File: config.mk
export PLATFORM = sky130hd
export DESIGN_NAME = cover_toggle_collector_flat
export DESIGN_NICKNAME = d
export VERILOG_FILES = /design/src/rtl/cover_toggle_collector_if.sv /design/src/rtl/cover_toggle_collector.sv /design/src/flat_wrapper.sv
export SDC_FILE = /design/constraint.sdc
export NUM_CORES = 1
export LEC_CHECK = 0
export CAP_MARGIN = 25
export CORE_MARGIN = 3
export CORE_UTILIZATION = 40
export CTS_CLUSTER_DIAMETER = 100
export CTS_CLUSTER_SIZE = 30
export DETAILED_ROUTE_END_ITERATION = 7
export PLACE_DENSITY = 0.77
export SYNTH_ARGS = -nofsm -noshare
export SYNTH_HDL_FRONTEND = slang
export SYNTH_SLANG_ARGS = --single-unit
File: constraint.sdc
create_clock -name clock -period 4.45 [get_ports clock]
set_input_delay 0.6675 -clock clock [delete_from_list [all_inputs] [get_ports clock]]
set_output_delay 0.6675 -clock clock [all_outputs]
set_load 0.02 [all_outputs]
File: src/rtl/cover_toggle_collector_if.sv
// Stream and status bundle between the toggle cover collector and its harness.
// master = collector side, slave = harness/consumer side.
interface cover_toggle_collector_if #(
  parameter int unsigned WIDTH = 7
);
  logic [WIDTH-1:0] valid;
  logic             enable;
  logic             clear;
  logic             out_valid;
  logic             out_ready;
  logic [63:0]      out_index;
  logic [WIDTH-1:0] hit_map;
  logic [6:0]       hit_count;
  logic             all_hit;

  modport master (
    input  valid, enable, clear, out_ready,
    output out_valid, out_index, hit_map, hit_count, all_hit
  );

  modport slave (
    output valid, enable, clear, out_ready,
    input  out_valid, out_index, hit_map, hit_count, all_hit
  );
endinterface

File: src/rtl/cover_toggle_collector.sv
// Sticky toggle-cover collector: records first hits per bit and streams each
// hit point's global index exactly once per clear epoch over valid/ready.
module cover_toggle_collector #(
  parameter logic [63:0] COVER_INDEX = 64'd0,
  parameter int unsigned WIDTH       = 7,
  parameter int unsigned COVER_TOTAL = 38253
) (
  input logic                      clock,
  input logic                      reset_n,
  cover_toggle_collector_if.master bus
);

  if (WIDTH < 1 || WIDTH > 64 || COVER_TOTAL < WIDTH) begin : g_param_check
    $error("cover_toggle_collector: WIDTH must be 1..64 and not exceed COVER_TOTAL");
  end

  logic [WIDTH-1:0] hit_map_q;
  logic [WIDTH-1:0] pending_q;
  logic [6:0]       hit_count_q;
  logic             out_valid_q;
  logic [63:0]      out_index_q;

  logic [WIDTH-1:0] new_hits;
  logic [WIDTH-1:0] pick;
  logic [63:0]      pick_index;
  logic             load;

  function automatic logic [6:0] popcount(input logic [WIDTH-1:0] v);
    logic [6:0] n;
    n = '0;
    for (int unsigned i = 0; i < WIDTH; i++) begin
      n = n + 7'(v[i]);
    end
    return n;
  endfunction

  always_comb begin
    new_hits   = bus.valid & ~hit_map_q & {WIDTH{bus.enable}};
    load       = !out_valid_q || bus.out_ready;
    // Two's-complement trick isolates the lowest pending bit as a one-hot.
    pick       = pending_q & (~pending_q + WIDTH'(1));
    pick_index = '0;
    for (int unsigned i = 0; i < WIDTH; i++) begin
      if (pick[i]) begin
        pick_index = 64'(i);
      end
    end
  end

  always_ff @(posedge clock or negedge reset_n) begin
    if (!reset_n) begin
      hit_map_q   <= '0;
      pending_q   <= '0;
      hit_count_q <= '0;
      out_valid_q <= 1'b0;
      out_index_q <= '0;
    end else if (bus.clear) begin
      hit_map_q   <= '0;
      pending_q   <= '0;
      hit_count_q <= '0;
      out_valid_q <= 1'b0;
    end else begin
      hit_map_q   <= hit_map_q | new_hits;
      hit_count_q <= hit_count_q + popcount(new_hits);
      if (load) begin
        // Slot refills only from already-registered pending; this cycle's hits wait one cycle.
        out_valid_q <= |pending_q;
        if (|pending_q) begin
          out_index_q <= COVER_INDEX + pick_index;
        end
        pending_q <= (pending_q & ~pick) | new_hits;
      end else begin
        pending_q <= pending_q | new_hits;
      end
    end
  end

  assign bus.out_valid = out_valid_q;
  assign bus.out_index = out_index_q;
  assign bus.hit_map   = hit_map_q;
  assign bus.hit_count = hit_count_q;
  assign bus.all_hit   = &hit_map_q;

endmodule

File: src/flat_wrapper.sv
// flat-port wrapper written by rule: the top's interface ports become plain ports
module cover_toggle_collector_flat 
#(
  parameter logic [63:0] COVER_INDEX = 64'd0,
  parameter int unsigned WIDTH       = 7,
  parameter int unsigned COVER_TOTAL = 38253
)
  (clock, reset_n, bus_valid, bus_enable, bus_clear, bus_out_ready, bus_out_valid, bus_out_index, bus_hit_map, bus_hit_count, bus_all_hit);
  cover_toggle_collector_if #(.WIDTH(WIDTH)) bus_i ();
  input logic clock;
  input logic reset_n;
  input wire logic [$bits(bus_i.valid)-1:0] bus_valid;
  input wire logic [$bits(bus_i.enable)-1:0] bus_enable;
  input wire logic [$bits(bus_i.clear)-1:0] bus_clear;
  input wire logic [$bits(bus_i.out_ready)-1:0] bus_out_ready;
  output wire logic [$bits(bus_i.out_valid)-1:0] bus_out_valid;
  output wire logic [$bits(bus_i.out_index)-1:0] bus_out_index;
  output wire logic [$bits(bus_i.hit_map)-1:0] bus_hit_map;
  output wire logic [$bits(bus_i.hit_count)-1:0] bus_hit_count;
  output wire logic [$bits(bus_i.all_hit)-1:0] bus_all_hit;
  assign bus_i.valid = bus_valid;
  assign bus_i.enable = bus_enable;
  assign bus_i.clear = bus_clear;
  assign bus_i.out_ready = bus_out_ready;
  assign bus_out_valid = bus_i.out_valid;
  assign bus_out_index = bus_i.out_index;
  assign bus_hit_map = bus_i.hit_map;
  assign bus_hit_count = bus_i.hit_count;
  assign bus_all_hit = bus_i.all_hit;
  cover_toggle_collector #(.COVER_INDEX(COVER_INDEX), .WIDTH(WIDTH), .COVER_TOTAL(COVER_TOTAL)) u_core (.clock(clock), .reset_n(reset_n), .bus(bus_i));
endmodule
==> results.md, run 1 <==
* Max-cap violations at 0
* Post-synth top area share at 34.08%
* Worst R2R Setup Slack at 0.71 ns
* Slew headroom at 41.57%
* Worst Path Arrival at 4.43 ns
* Worst-path clk slew at 0.09 ns
* Critical Path Max Stage Delay at 0.53 ns
* Nets at 259
* Worst-case clock buffer depth at 2
* Yosys top cell by area: dfrtp_1
* Worst min-delay path class: flip-flop to flip-flop
* Cts hold-fix bufs at 0
* Root buf cell: clkbuf_8
* Synth Warn # at 0
* Initial drt markers at 39
* Seq/Total Area, Yosys at 34.08%
* TritonRoute pass-1 iters at 4
* Worst Hold End: u_core.bus.out_index[2]
* Worst path slowest cell: fa_1
* CP dominant cell by count: fa_1
* Synth area leaders: dfrtp_1 (34%), buf_4 (25%), a21oi_1 (5.2%)
* FILL cells at 434
* First-pass GRT wire length at 5188 µm
* CP Launch Point: bus_enable
* Asr flop ratio synth at 100.0%
* Clock buffer count from CTS at 3
* # clock sinks at 25
* Via/cell ratio at 4.460
* Synthesized cell area at 1836 µm²
* Clock skew at 0.002246 ns
* Routed WL per cell at 11.31 µm
* Max FO, Critical Path at 4
* Final worst setup slack at 0.1791 ns
* Core Util, Final at 46.66%
* Grt total ovfl at 0
* Slew @ Worst Pin at 0.8747 ns
* Gr usage total at 11.93%
* H-tree depth at 1
* Drc violations at 0
* Pin count of the biggest net entering global routing at 31
* Cell with the most instances after synthesis: buf_4
* R2R cell count at 12
* Syn Inst Count at 201
* Row count at 24
* Vias in the first global route at 1212
* Port-buffer cells at 30
* Final setup vio count at 0
* WP data required at 4.61 ns
* CP endpoint kind: flip-flop
* Bufs and invs on worst path at 4
* DP HPWL at 2605 µm
* Synth top cells by count: buf_4 (61), dfrtp_1 (25), a21oi_1 (19)
* Number of synthesized flops with an enable pin at 0
* RSZ-0062 raised after global routing: false
* Chip height at 73.74 µm
* Post-CTS Setup Inserts at 0
* Layout cells sized above 1 at 8.085%
* Max Slew Vio Count at 0
* Initial antenna violation count at 0
* CP Cell Sequence: clkdlybuf4s50_1 -> nand2_1 -> or2_2 -> inv_1 -> ha_1 -> inv_1 -> fa_1 -> inv_1 -> fa_1 -> fa_1 -> fa_1 -> a21o_1 -> a21oi_1 -> mux2_2
* Most used DFF post-synth: dfrtp_1
* Critical Path Source Type: primary input
* Reg-to-reg startpoint: u_core.bus.hit_map[0]
* Die area at 5438 µm²
* Worst-skew pair later-pin latency at 0.26 ns
* DR vias at 1280
* Final min period at 4.271 ns
* Status: finished, final reports clean
* CTS tree: yes
* Yosys cell types at 36
* I/O pins at 92
* Max Fclk at 234.1 MHz
* Initial Util at 41.87%
* CP top delay family: adder cells
* Placer Congestion at 0.8036
* Multi-input logic area at 908.4 µm²
* Pwr per Cell Area at 357.0 nW/µm²
* Storage cell area at 625.6 µm²
* Ant diodes at 0
* WHS Path Cells at 1
* Die W at 73.74 µm
* Fin crit share at 95.98%
* Syn Area/Cell at 9.132 µm²
* Place WS at -0.09947 ns
* Final Hold Viols at 0
* Hold Crit Start: u_core.bus.out_index[2]
* #FFs+latches synth at 25
* Pleak at 1.029 nW
* Maximum vdd drop at 0.1273 mV
* PostCTS Resize Cnt at 0
* Routed WL at 3247 µm
* P&R area growth vs syn at 11.45%
* CP Class: primary input to flip-flop
* Placeable Area at 4384 µm²
* Reg2reg end: u_core.bus.hit_count[4]
* Antenna Violating Nets Remaining at 0
cells by family (layout without fill, tap and decap cells):
group	count (synthesis)	in the layout	share of synthesized area, %
simple gates	46	46	13.50
compound gates	36	36	12.07
flops	25	25	34.08
mux	3	3	1.840
xor+xnor	1	1	0.4773
buf+inv	78	52	28.70
other cells	1	61	0.2043
fa+ha+maj	11	11	9.134
registers in the layout, indices dropped and copies added (netlist names):
| name | flops |
|---|---|
| u_core.bus.out_valid | 1 |
| u_core.pending_q | 7 |
| u_core.bus.out_index | 3 |
| u_core.bus.hit_map | 7 |
| u_core.bus.hit_count | 7 |
stage by stage:
step           cells  hold slack [ns]  setup TNS (ns)  total power (W)  cell area, µm²
3_5_place_dp     282           0.4996         -0.1827        0.0005974            1989
6_report         287           0.5119               0        0.0007304            2046
3_3_place_gp     281           0.4876        -0.01757        0.0005892            1974
4_1_cts          286           0.5188               0        0.0007321            2034
5_1_grt          287           0.5550               0        0.0007767            2046
2_1_floorplan    261           0.3719               0        0.0005258            2061
metal layers:
metal / vias up / track usage [%] / part of all wire, %
met4: 0 / 3.421 / 0.95
met2: 59 / 19.49 / 47
met5: - / 0 / 0
met3: 4 / 2.462 / 8.3
li1: 614 / - / -
met1: 603 / 15.86 / 44
area by class of cell:
cell class	count	share of cell area, %
tap	52	3.180
sequential	25	30.58
timing repair buffer	36	17.43
clock buffer	4	2.202
inverter	12	2.202
multi-input combinational	158	44.40
layout by cell type (no fill, tap or decap), types with 2 or more instances in the layout:
cell type,netlist,routed
inv_1,12,12
a21oi_1,19,19
nor2b_1,5,5
mux2_2,3,3
nor2_1,17,17
ha_1,7,7
clkbuf_8,0,3
buf_4,61,4
or2_2,5,5
dfrtp_1,25,25
a211oi_1,2,2
conb_1,1,61
nor3_1,2,2
o31ai_1,3,3
nand3_1,2,2
nand3b_1,2,2
nand2_1,6,6
fa_1,4,4
o21ai_0,3,3
or3_1,2,2
clkdlybuf4s50_1,0,30
worst max-delay path by stage:
stage / end / slack [ns] / cells after the start
2_1_floorplan: u_core.bus.hit_count[4] / 0.38 / 14
3_3_place_gp: u_core.bus.hit_count[4] / -0.02 / 14
3_5_place_dp: u_core.bus.hit_count[6] / -0.1 / 15
4_1_cts: u_core.bus.hit_count[6] / 0.17 / 15
5_1_grt: u_core.bus.hit_count[4] / 0.02 / 14
6_report: u_core.bus.hit_count[4] / 0.18 / 14
power by group:
group / switching, W / internal (W) / leakage (nW) / total, W
Sequential: 0.0000250 / 0.000258 / 0.329 / 0.000283
Combinational: 0.000178 / 0.000135 / 0.677 / 0.000312
Clock: 0.0000713 / 0.0000639 / 0.0228 / 0.000135
Total: 0.000274 / 0.000456 / 1.03 / 0.000730
(Power assumes the default switching activity.)
==> run 2, diff against run 1 <==
TNS_END_PERCENT = 20   (was not set)
==> results of run 2 <==
The final DEF is identical to that of run 1; final timing and power are the same.
==> run 3, diff against run 2 <==
TNS_END_PERCENT = not set   (was 20)
==> results of run 3 <==
The final DEF is identical to that of run 1; final timing and power are the same.
